File: config.mk
export PLATFORM = sky130hd
export DESIGN_NAME = lc4_regfile_ss_flat
export DESIGN_NICKNAME = d
export VERILOG_FILES = /design/src/rtl/lc4_regfile_ss_if.sv /design/src/rtl/lc4_regfile_ss.sv /design/src/flat_wrapper.sv
export SDC_FILE = /design/constraint.sdc
export NUM_CORES = 1
export LEC_CHECK = 0
export BUFFER_PORTS_ARGS = -buffer_cell sky130_fd_sc_hd__buf_2
export CAP_MARGIN = 30
export CORE_MARGIN = 4
export CORE_UTILIZATION = 55
export CTS_CLUSTER_SIZE = 20
export DETAILED_ROUTE_END_ITERATION = 8
export GPL_TIMING_DRIVEN = 0
export PLACE_DENSITY_LB_ADDON = 0.2
export SYNTH_ARGS = -nofsm -noshare
export SYNTH_HDL_FRONTEND = slang
export SYNTH_SLANG_ARGS = --single-unit
export TNS_END_PERCENT = 10
File: constraint.sdc
create_clock -name clk -period 2 [get_ports clk]
set_input_delay 0.2 -clock clk [delete_from_list [all_inputs] [get_ports clk]]
set_output_delay 0.2 -clock clk [all_outputs]
set_load 0.03 [all_outputs]
File: src/rtl/lc4_regfile_ss_if.sv
// Port bundle for the dual-issue LC4 register file: read selectors/data, two write ports,
// scoreboard claim and busy vector. master = datapath side, slave = register file.
interface lc4_regfile_ss_if #(
  parameter int n     = 16,
  parameter int SEL_W = 3
);
  localparam int NREG = 2 ** SEL_W;

  logic             gwe;
  logic [SEL_W-1:0] i_rs_a;
  logic [n-1:0]     o_rs_a_data;
  logic [SEL_W-1:0] i_rt_a;
  logic [n-1:0]     o_rt_a_data;
  logic [SEL_W-1:0] i_rs_b;
  logic [n-1:0]     o_rs_b_data;
  logic [SEL_W-1:0] i_rt_b;
  logic [n-1:0]     o_rt_b_data;
  logic [SEL_W-1:0] i_rd_a;
  logic [n-1:0]     i_wdata_a;
  logic             i_rd_we_a;
  logic [SEL_W-1:0] i_rd_b;
  logic [n-1:0]     i_wdata_b;
  logic             i_rd_we_b;
  logic [SEL_W-1:0] i_claim_rd;
  logic             i_claim_we;
  logic [NREG-1:0]  o_busy;

  modport master (
    output gwe, i_rs_a, i_rt_a, i_rs_b, i_rt_b,
    output i_rd_a, i_wdata_a, i_rd_we_a, i_rd_b, i_wdata_b, i_rd_we_b,
    output i_claim_rd, i_claim_we,
    input  o_rs_a_data, o_rt_a_data, o_rs_b_data, o_rt_b_data, o_busy
  );

  modport slave (
    input  gwe, i_rs_a, i_rt_a, i_rs_b, i_rt_b,
    input  i_rd_a, i_wdata_a, i_rd_we_a, i_rd_b, i_wdata_b, i_rd_we_b,
    input  i_claim_rd, i_claim_we,
    output o_rs_a_data, o_rt_a_data, o_rs_b_data, o_rt_b_data, o_busy
  );
endinterface

File: src/rtl/lc4_regfile_ss.sv
// Dual-issue LC4 register file with busy scoreboard; reads are zero-latency, writes/busy land at posedge when gwe=1.
// No backpressure. Define REGFILE_BYPASS_EN to forward same-cycle write data to the read ports (B > A > stored).
module lc4_regfile_ss #(
  parameter int n     = 16,
  parameter int SEL_W = 3
) (
  input  logic              clk,
  input  logic              rst,
  lc4_regfile_ss_if.slave   rf
);
  localparam int NREG  = 2 ** SEL_W;
  localparam int NPORT = 4;

  logic [n-1:0]     regs [NREG];
  logic [NREG-1:0]  busy;
  logic [NREG-1:0]  busy_nxt;
  logic             wr_a_en;
  logic [SEL_W-1:0] rd_sel  [NPORT];
  logic [n-1:0]     rd_data [NPORT];

  // The younger instruction (port B) owns a colliding destination, so A is suppressed.
  assign wr_a_en = rf.i_rd_we_a && !(rf.i_rd_we_b && (rf.i_rd_a == rf.i_rd_b));

  always_ff @(posedge clk or negedge rst) begin
    if (!rst) begin
      for (int k = 0; k < NREG; k++) begin
        regs[k] <= '0;
      end
      busy <= '0;
    end else if (rf.gwe) begin
      if (wr_a_en) begin
        regs[rf.i_rd_a] <= rf.i_wdata_a;
      end
      if (rf.i_rd_we_b) begin
        regs[rf.i_rd_b] <= rf.i_wdata_b;
      end
      busy <= busy_nxt;
    end
  end

  // Writeback releases, decode claims; a claim is applied last so a new producer wins.
  always_comb begin
    busy_nxt = busy;
    for (int k = 0; k < NREG; k++) begin
      if (rf.i_rd_we_a && (rf.i_rd_a == SEL_W'(k))) begin
        busy_nxt[k] = 1'b0;
      end
      if (rf.i_rd_we_b && (rf.i_rd_b == SEL_W'(k))) begin
        busy_nxt[k] = 1'b0;
      end
      if (rf.i_claim_we && (rf.i_claim_rd == SEL_W'(k))) begin
        busy_nxt[k] = 1'b1;
      end
    end
  end

  assign rd_sel[0] = rf.i_rs_a;
  assign rd_sel[1] = rf.i_rt_a;
  assign rd_sel[2] = rf.i_rs_b;
  assign rd_sel[3] = rf.i_rt_b;

  always_comb begin
    for (int p = 0; p < NPORT; p++) begin
      rd_data[p] = regs[rd_sel[p]];
`ifdef REGFILE_BYPASS_EN
      if (rf.i_rd_we_a && (rf.i_rd_a == rd_sel[p])) begin
        rd_data[p] = rf.i_wdata_a;
      end
      if (rf.i_rd_we_b && (rf.i_rd_b == rd_sel[p])) begin
        rd_data[p] = rf.i_wdata_b;
      end
`endif
    end
  end

  assign rf.o_rs_a_data = rd_data[0];
  assign rf.o_rt_a_data = rd_data[1];
  assign rf.o_rs_b_data = rd_data[2];
  assign rf.o_rt_b_data = rd_data[3];
  assign rf.o_busy      = busy;
endmodule
File: src/flat_wrapper.sv
// flat-port wrapper written by rule: the top's interface ports become plain ports
module lc4_regfile_ss_flat 
#(
  parameter int n     = 16,
  parameter int SEL_W = 3
)
  (clk, rst, rf_gwe, rf_i_rs_a, rf_i_rt_a, rf_i_rs_b, rf_i_rt_b, rf_i_rd_a, rf_i_wdata_a, rf_i_rd_we_a, rf_i_rd_b, rf_i_wdata_b, rf_i_rd_we_b, rf_i_claim_rd, rf_i_claim_we, rf_o_rs_a_data, rf_o_rt_a_data, rf_o_rs_b_data, rf_o_rt_b_data, rf_o_busy);
  lc4_regfile_ss_if #(.n(n), .SEL_W(SEL_W)) rf_i ();
  input  logic clk;
  input  logic rst;
  input wire logic [$bits(rf_i.gwe)-1:0] rf_gwe;
  input wire logic [$bits(rf_i.i_rs_a)-1:0] rf_i_rs_a;
  input wire logic [$bits(rf_i.i_rt_a)-1:0] rf_i_rt_a;
  input wire logic [$bits(rf_i.i_rs_b)-1:0] rf_i_rs_b;
  input wire logic [$bits(rf_i.i_rt_b)-1:0] rf_i_rt_b;
  input wire logic [$bits(rf_i.i_rd_a)-1:0] rf_i_rd_a;
  input wire logic [$bits(rf_i.i_wdata_a)-1:0] rf_i_wdata_a;
  input wire logic [$bits(rf_i.i_rd_we_a)-1:0] rf_i_rd_we_a;
  input wire logic [$bits(rf_i.i_rd_b)-1:0] rf_i_rd_b;
  input wire logic [$bits(rf_i.i_wdata_b)-1:0] rf_i_wdata_b;
  input wire logic [$bits(rf_i.i_rd_we_b)-1:0] rf_i_rd_we_b;
  input wire logic [$bits(rf_i.i_claim_rd)-1:0] rf_i_claim_rd;
  input wire logic [$bits(rf_i.i_claim_we)-1:0] rf_i_claim_we;
  output wire logic [$bits(rf_i.o_rs_a_data)-1:0] rf_o_rs_a_data;
  output wire logic [$bits(rf_i.o_rt_a_data)-1:0] rf_o_rt_a_data;
  output wire logic [$bits(rf_i.o_rs_b_data)-1:0] rf_o_rs_b_data;
  output wire logic [$bits(rf_i.o_rt_b_data)-1:0] rf_o_rt_b_data;
  output wire logic [$bits(rf_i.o_busy)-1:0] rf_o_busy;
  assign rf_i.gwe = rf_gwe;
  assign rf_i.i_rs_a = rf_i_rs_a;
  assign rf_i.i_rt_a = rf_i_rt_a;
  assign rf_i.i_rs_b = rf_i_rs_b;
  assign rf_i.i_rt_b = rf_i_rt_b;
  assign rf_i.i_rd_a = rf_i_rd_a;
  assign rf_i.i_wdata_a = rf_i_wdata_a;
  assign rf_i.i_rd_we_a = rf_i_rd_we_a;
  assign rf_i.i_rd_b = rf_i_rd_b;
  assign rf_i.i_wdata_b = rf_i_wdata_b;
  assign rf_i.i_rd_we_b = rf_i_rd_we_b;
  assign rf_i.i_claim_rd = rf_i_claim_rd;
  assign rf_i.i_claim_we = rf_i_claim_we;
  assign rf_o_rs_a_data = rf_i.o_rs_a_data;
  assign rf_o_rt_a_data = rf_i.o_rt_a_data;
  assign rf_o_rs_b_data = rf_i.o_rs_b_data;
  assign rf_o_rt_b_data = rf_i.o_rt_b_data;
  assign rf_o_busy = rf_i.o_busy;
  lc4_regfile_ss #(.n(n), .SEL_W(SEL_W)) u_core (.clk(clk), .rst(rst), .rf(rf_i));
endmodule
Word-level counts from Yosys, hierarchy flattened. Index checks and enable logic that the tools add are counted.

Bits in writable memories: 0. Memories kept: 0. Bits in read-only memories: 0. Register bits: 136. Output and inout bits: 72. Latch bits: 0.

Add/subtract/negate cells: 0. Mux-type cells: 45. Shift operators: 0. Reduce and logical (&&, ||, !) cells: 48. $lt $le $gt $ge: 8. Div/mod/pow operators: 0. $mul: 0. Equal/unequal tests: 22. Bitwise operators: 6.

Operators by type and width (number): 128-bit 2-to-1 mux (3); 128-bit bitwise mux (2); 16-bit binary-select mux with 3-bit select (4); 16-bit 2-to-1 mux (10); 16-bit demux with 3-bit select (2); 3-bit == test, second input constant (12); 1-bit logical AND (28); 4-bit greater-or-equal comparator, second input constant (6); 1-bit 2-to-1 mux (24); 3-bit inverter with 4-bit output (6); 3-bit nonzero test (8); 3-bit by 2-bit == test with 1-bit output, second input constant (6); 2-bit AND reduction (8); 3-bit by 1-bit == test with 1-bit output, second input constant (3); 3-bit logical NOT (3); 4-bit by 1-bit < comparator with 1-bit output, second input constant (2); 3-bit == test (1); 1-bit logical NOT (1).

Depth between registers and ports, before layout. Gate-level depths: netlist of run 1.

Depth in word-level cells: 10. Mapped depth: 7.

Worst setup path after synthesis of run 1. No wires, ideal clock.

Kind: input -> output. From: in rf_i_rs_a[0]. To: out rf_o_rs_a_data[0]. Path slack: 0.212 ns. Path buffers: 2. Stages on the path: 4. Required time: 1.800 ns. Arrival time: 1.588 ns. Cell sequence: clkbuf_1 > buf_2 > mux4_2 > mux2_2.

Longest elaborated chain between the ends: 4.

Ends and longest elaborated chain: start, declared (RTL line flat_wrapper.sv:12) `input wire logic [$bits(rf_i.i_rs_a)-1:0] rf_i_rs_a;`; 3-bit inverter with 4-bit output (implied by the code) (RTL line lc4_regfile_ss.sv:64) `rd_data[p] = regs[rd_sel[p]];`; 16-bit binary-select mux with 3-bit select (RTL line lc4_regfile_ss.sv:64); 16-bit 2-to-1 mux (implied by the code) (2 in a row) (RTL line lc4_regfile_ss.sv:64); end, declared (RTL line flat_wrapper.sv:24) `output wire logic [$bits(rf_i.o_rs_a_data)-1:0] rf_o_rs_a_data;`.

No other way between the ends. The select of a mux whose other input is x is not followed.

Worst setup path after layout of run 1.
From: in rf_i_rt_a[1]. To: out rf_o_rt_a_data[8].

Longest elaborated chain between the ends: 4.

Ends and longest elaborated chain: start, declared (RTL line flat_wrapper.sv:13) `input wire logic [$bits(rf_i.i_rt_a)-1:0] rf_i_rt_a;`; 3-bit inverter with 4-bit output (implied by the code) (RTL line lc4_regfile_ss.sv:64); 16-bit binary-select mux with 3-bit select (RTL line lc4_regfile_ss.sv:64); 16-bit 2-to-1 mux (implied by the code) (2 in a row) (RTL line lc4_regfile_ss.sv:64); end, declared (RTL line flat_wrapper.sv:25) `output wire logic [$bits(rf_i.o_rt_a_data)-1:0] rf_o_rt_a_data;`.

No other way between the ends. The select of a mux whose other input is x is not followed.

==> impl_metrics.ini, run 1 <==
[run_status]
outcome = finished, violations left
violations = setup timing

[clock_tree]
path_clk_slew_ns = 0.06
cts_num_sinks = 136
cts_tree = yes
h-tree-depth = 4
root_buffer = clkbuf_16
cts_inserted_buffers = 17
max-clock-path-buffers = 2
insertion_delay_ns = 0.43

[drt]
wl_microns = 36300
wirelength_met1_microns = 13200
wl_met2_microns = 17000
drc_errors = 0
drtIter0Drc = 945
vias_per_cell = 7.19
highest_layer = met4
vias = 8468
wl_per_cell_microns = 30.8
final_antenna_net_count = 0
dr_wl_met3_microns = 4020
drtPass1Iterations = 5

[power_and_ir_drop]
switching_share = 0.347
total_power_mw = 13.5
power.share.clock = 0.255
peakVddDrop_uv = 684
p_seq_frac = 0.321
total_leakage_power_nw = 5.39
power_density_nw_per_um2 = 1050
p_int_mw = 8.84
combPwrFrac = 0.424
p_sw_mw = 4.69

[worst_setup_path]
worstPathRequired_ns = 1.80
worst_setup_path_end_kind = output port
worstPathMaxFanout = 10
critical_path_arrival_ns = 1.83
reg2reg_depth = 2
crit_type = primary input to output port
crit_path_start_kind = primary input

[floorplan]
dieArea_sq_um = 21800
start_util = 0.566
die_w_microns = 148
pin_count = 131
core_sq_um = 19000
num_rows = 50
die_height_microns = 148

[global_route]
grt_pass1_vias = 8725
grt_usage = 0.333
antenna_found_initial = 0
grt_max_degree = 79
gr-total-overflow = 0
grt_pass1_wl_microns = 53500

[layout]
n_fill_cell = 1325
multiInputGateArea_sq_um = 6960
area_growth_syn_to_layout_pct = 20.4
stdcell_count = 1177
seqCellArea_sq_um = 3400
drive_gt1_frac = 0.644
n_antenna_cell = 0
fin_nets = 963

[logic_synthesis]
synth_edf_count = 0
netlist_top_cells_area = dfrtp_1, mux4_2, mux2_2
synth_nets = 818
synth_top_area_cell = dfrtp_1
synth_top_flop_cell = dfrtp_1
synth_cell_types = 34
yosysWarnings = 0
ys_ff_latch = 136
ys_seq_area_frac = 0.317
syn_avg_cell_area_sq_um = 14.1
netlist.area_leader.share = 0.317
async_reset_ff_frac = 1.00
netlist_area_sq_um = 10700
synthesis.instances = 759

[timing]
period_share = 1.02
fin_ws_ns = -0.0337
worstMarginPinSlew_ns = 0.726
drv_slew = 0
finalSetupViolCount = 28
finalCriticalPeriod_ns = 2.03
hold_viol_final = 0
fmaxAchievable_ghz = 0.492
rsz0062_at_grt = true
maxSlewHeadroom = 0.516
skew_ns = 0

[placed_design]
detailedPlace.worstSlack_ns = -0.378
post-place-cells = 1134
gp_congestion = 0.889
portBuffers = 114
hpwl_microns = 24000

[worst_hold_path]
hold_path_depth = 2
min_path_type = primary input to register

[job]
cap_violations = 0
==> path summary, 6_finish.rpt <==
kind	start	end	slack, ns
worst max-delay path	rf_i_rt_a[1]	rf_o_rt_a_data[8]	-0.03
worst min-delay path	rf_i_claim_rd[2]	u_core.rf.o_busy[3]$_DFFE_PN0P_	0.04
worst max register to register	u_core.regs[4]$_DFFE_PN0P_	u_core.regs[4]$_DFFE_PN0P_	1.03
worst min register to register	u_core.rf.o_busy[7]$_DFFE_PN0P_	u_core.rf.o_busy[7]$_DFFE_PN0P_	0.49
max in group asynchronous	rst	u_core.regs[19]$_DFFE_PN0P_	0.88
min in group asynchronous	rst	u_core.regs[78]$_DFFE_PN0P_	0.32
==> power groups by stage <==
| stage | combinational, mW | clock (mW) | sequential (mW) |
|---|---|---|---|
| 2_1_floorplan | 3.73 | 0 | 4.13 |
| 3_3_place_gp | 4.83 | 0 | 4.18 |
| 3_5_place_dp | 4.96 | 0 | 4.32 |
| 5_1_grt | 6.00 | 3.56 | 4.44 |
| 6_report | 5.74 | 3.45 | 4.35 |
| 4_1_cts | 5.40 | 3.45 | 4.28 |
==> worst max-delay path, stage by stage <==
cell	delay [ns]
clkbuf_1	0.32
clkbuf_2	0.46
mux4_2	0.38
mux2_2	0.28
buf_2	0.18
==> stage by stage <==
stage	hold slack, ns	setup TNS (ns)	area (sq um)	utilization
after floorplan	-0.0956	0	10700	-
after global placement	0.459	-186.82	11600	0.613
after detailed placement	0.217	-32.22	11700	0.615
after CTS	0.0253	-0.0441	12700	0.668
after global routing	0.0553	-0.986	12900	0.681
final	0.0388	-0.355	12900	0.681
==> cell type report <==
class / instances / area share
Buffer: 74 / 0.0432
Clock buffer: 26 / 0.0418
Clock inverter: 6 / 0.00833
Inverter: 7 / 0.00204
Multi-Input combinational cell: 542 / 0.539
Sequential cell: 136 / 0.264
Tap cell: 260 / 0.0252
Timing Repair Buffer: 126 / 0.0771
==> cell usage in the layout (no fill, tap or decap), types with 2 or more instances in the layout <==
| cell | synthesis | final |
|---|---|---|
| nor3_4 | 2 | 2 |
| nor2_2 | 2 | 2 |
| mux2_2 | 188 | 159 |
| and4b_1 | 4 | 4 |
| nand2b_1 | 4 | 4 |
| xnor2_2 | 2 | 2 |
| o32ai_1 | 4 | 4 |
| mux2i_1 | 48 | 48 |
| a32o_2 | 4 | 4 |
| mux2_4 | 36 | 65 |
| clkbuf_16 | 0 | 17 |
| nand2_1 | 54 | 54 |
| clkbuf_2 | 0 | 15 |
| buf_4 | 4 | 14 |
| mux4_2 | 128 | 128 |
| bufinv_16 | 0 | 3 |
| buf_12 | 4 | 4 |
| clkbuf_4 | 0 | 3 |
| o21ai_0 | 51 | 51 |
| dfrtp_1 | 136 | 136 |
| o21ai_1 | 3 | 3 |
| clkbuf_1 | 20 | 8 |
| inv_1 | 7 | 7 |
| clkinv_2 | 0 | 2 |
| buf_6 | 7 | 69 |
| clkbuf_8 | 0 | 8 |
| buf_2 | 28 | 86 |
==> per-layer routing <==
layer	track usage	up-vias
li1	-	3311
met1	0.442	4287
met2	0.507	696
met3	0.0828	174
met4	0.182	0
met5	0	-
==> kinds of logic (layout without fill, tap and decap cells) <==
| family | Yosys count | count (layout) | synth area share |
|---|---|---|---|
| muxes | 400 | 400 | 0.562 |
| and+or+nand+nor | 73 | 73 | 0.0348 |
| buffers and inverters | 81 | 239 | 0.0440 |
| xor gates and xnor gates | 3 | 3 | 0.00560 |
| AOI/OAI and AO/OA | 66 | 66 | 0.0366 |
| DFF | 136 | 136 | 0.317 |
==> sequential cells by signal, summed over array words and instances (netlist names) <==
| register | flops |
|---|---|
| u_core.regs | 128 |
| u_core.rf.o_busy | 8 |
==> cells in the mapped netlist, types with 2 or more instances <==
cell and number:
mux2_4 36, buf_4 4, inv_1 7, nor2_2 2, and4b_1 4, buf_6 7, a32o_2 4, mux2_2 188
xnor2_2 2, nor3_4 2, buf_2 28, o21ai_0 51, o21ai_1 3, mux4_2 128, mux2i_1 48, buf_1 11
clkbuf_1 20, nand2b_1 4, o32ai_1 4, nand2_1 54, dfrtp_1 136, buf_12 4
==> timing repair <==
action                     CTS  global route
pin swaps                    0             0
gates cloned                 0             0
gates resized for setup    130            62
setup buffers                3             7
hold endpoints to repair    58             0
setup endpoints to repair   64            63
hold buffers                 1             0
(Power assumes the default switching activity.)
==> run 2: changes to the inputs <==
CORE_ASPECT_RATIO = 1.1   (was default)
CORE_MARGIN = 10   (was 4)
REMOVE_ABC_BUFFERS = 1   (was default)
==> run 2 against run 1 <==
The flow still finishes with violations (setup timing). Via count is 9.2% lower. Sequential power hardly changed. Final cell count is 5.5% lower.
==> impl_metrics.ini, run 2 (synthesized netlist as in run 1, its figures left out) <==
[drt]
vias = 7685
final_antenna_net_count = 0
wl_per_cell_microns = 29.9
drc_errors = 0
vias_per_cell = 6.91
drtIter0Drc = 680
wl_microns = 33200
drtPass1Iterations = 5

[clock_tree]
h-tree-depth = 4
max-clock-path-buffers = 2
cts_inserted_buffers = 17
root_buffer = clkbuf_16
path_clk_slew_ns = 0.06
cts_num_sinks = 136
cts_tree = yes
insertion_delay_ns = 0.43

[timing]
finalCriticalPeriod_ns = 2.02
fin_ws_ns = -0.0204
finalSetupViolCount = 4
fmaxAchievable_ghz = 0.495
rsz0062_at_grt = true
whs_ns = 0.0420
hold_viol_final = 0
skew_ns = 0
drv_slew = 0
period_share = 1.01
maxSlewHeadroom = 0.313
worstMarginPinSlew_ns = 1.03

[global_route]
grt_pass1_wl_microns = 50700
grt_pass1_vias = 8333
grt_usage = 0.259
antenna_found_initial = 5
gr-total-overflow = 0
grt_max_degree = 94

[worst_setup_path]
worstPathMaxFanout = 5
crit_buf_inv = 1
crit_type = register to output port
critical_path_arrival_ns = 1.82
worst_setup_path_end_kind = output port
path_delay_family = multiplexers
cp_slowest_cell = mux4_2
path_cells = mux4_2 > mux2_4 > buf_6
r2r-start = u_core.regs[79]$_DFFE_PN0P_
crit_path_start_kind = register
worstPathRequired_ns = 1.80
crit_start = u_core.regs[78]$_DFFE_PN0P_
max_stage_delay_ns = 0.50

[power_and_ir_drop]
switching_share = 0.353
power.share.clock = 0.252
p_sw_mw = 4.59
p_seq_frac = 0.333
p_int_mw = 8.42
combPwrFrac = 0.415
power_density_nw_per_um2 = 1030
total_leakage_power_nw = 5.12
peakVddDrop_uv = 677

[layout]
n_fill_cell = 1396
fin_nets = 908
seqCellArea_sq_um = 3410
post-route-util = 0.656
final_common_cell = mux2_2
area_growth_syn_to_layout_pct = 17.3
regMostFlops = u_core.regs
layout_common_cells = mux2_2, dfrtp_1, mux4_2
largest_reg_flops = 128
drive_gt1_frac = 0.641
multiInputGateArea_sq_um = 7040
stdcell_count = 1112

[floorplan]
num_rows = 53
core_sq_um = 19200
pin_count = 131
start_util = 0.559
die_w_microns = 153
dieArea_sq_um = 25500
die_height_microns = 166

[run_status]
violations = setup timing
outcome = finished, violations left

[job]
cap_violations = 0

[placed_design]
portBuffers = 130
detailedPlace.worstSlack_ns = -0.692
hpwl_microns = 20800
post-place-cells = 1075
gp_congestion = 0.844

[worst_hold_path]
hold_path_startpoint = rf_i_claim_rd[2]
min_path_type = primary input to register
[run 2: changes by cell type in the layout (fill, tap and decap cells not counted), moves of 5 or more]
cell      change
buf_4         -5
clkbuf_8      -6
buf_6        -36
clkbuf_1      -8
clkbuf_2     -15
[run 2: cell type report]
cell class,instances,area share
diodes,4,0.000796
clock buffers,19,0.0360
clock inverters,12,0.0120
inverters,7,0.00209
multi-input cells,542,0.560
flip-flops and latches,136,0.271
well taps,247,0.0246
repair buffers,145,0.0936
[run 2: worst reg2reg max path, delay by kind of cell (launching register included)]
family | cells | cell delay, ns
flip-flops | 1 | 0.42
multiplexers | 1 | 0.25
buffers and inverters | 1 | 0.15
[run 2: final timing paths]
check | cells past startpoint | to | slack (ns)
max | 3 | rf_o_rt_b_data[14] | -0.02
min | 2 | u_core.rf.o_busy[0]$_DFFE_PN0P_ | 0.04
max reg2reg | 2 | u_core.regs[79]$_DFFE_PN0P_ | 1.06
min reg2reg | 2 | u_core.rf.o_busy[5]$_DFFE_PN0P_ | 0.48
max in group asynchronous | 3 | u_core.regs[78]$_DFFE_PN0P_ | 0.88
min in group asynchronous | 2 | u_core.rf.o_busy[6]$_DFFE_PN0P_ | 0.27
[run 2: routing by layer]
layer,global-route usage,vias to the layer above,wire [microns]
met5,0,-,12
met4,0.0925,2,937
met3,0.0582,79,2400
met2,0.439,378,17000
met1,0.316,4025,12900
li1,-,3201,-
[run 2: timing repair]
action | in CTS | in global routing
endpoints found under the hold margin | 43 | 0
cloned | 0 | 0
hold buffers | 1 | 0
buffers inserted | 1 | 0
resized for setup | 78 | 33
endpoints found under the setup margin | 121 | 79
pin swaps | 0 | 0
[run 2: stage by stage]
stage	TNS (ns)	power, mW	instance area [sq um]
after floorplan	-4.03	7.69	10300
after global placement	-365.01	8.93	11200
after detailed placement	-49.93	9.26	11600
after CTS	-0.0636	12.9	12400
after global routing	-1.32	13.6	12600
final	-0.0408	13.0	12600
[run 2: power groups by stage]
stage,logic (mW),registers [mW],clock network (mW)
after global routing,5.68,4.46,3.43
after floorplan,3.56,4.13,0
after global placement,4.74,4.19,0
after CTS,5.28,4.29,3.31
final,5.40,4.34,3.28
after detailed placement,4.93,4.33,0
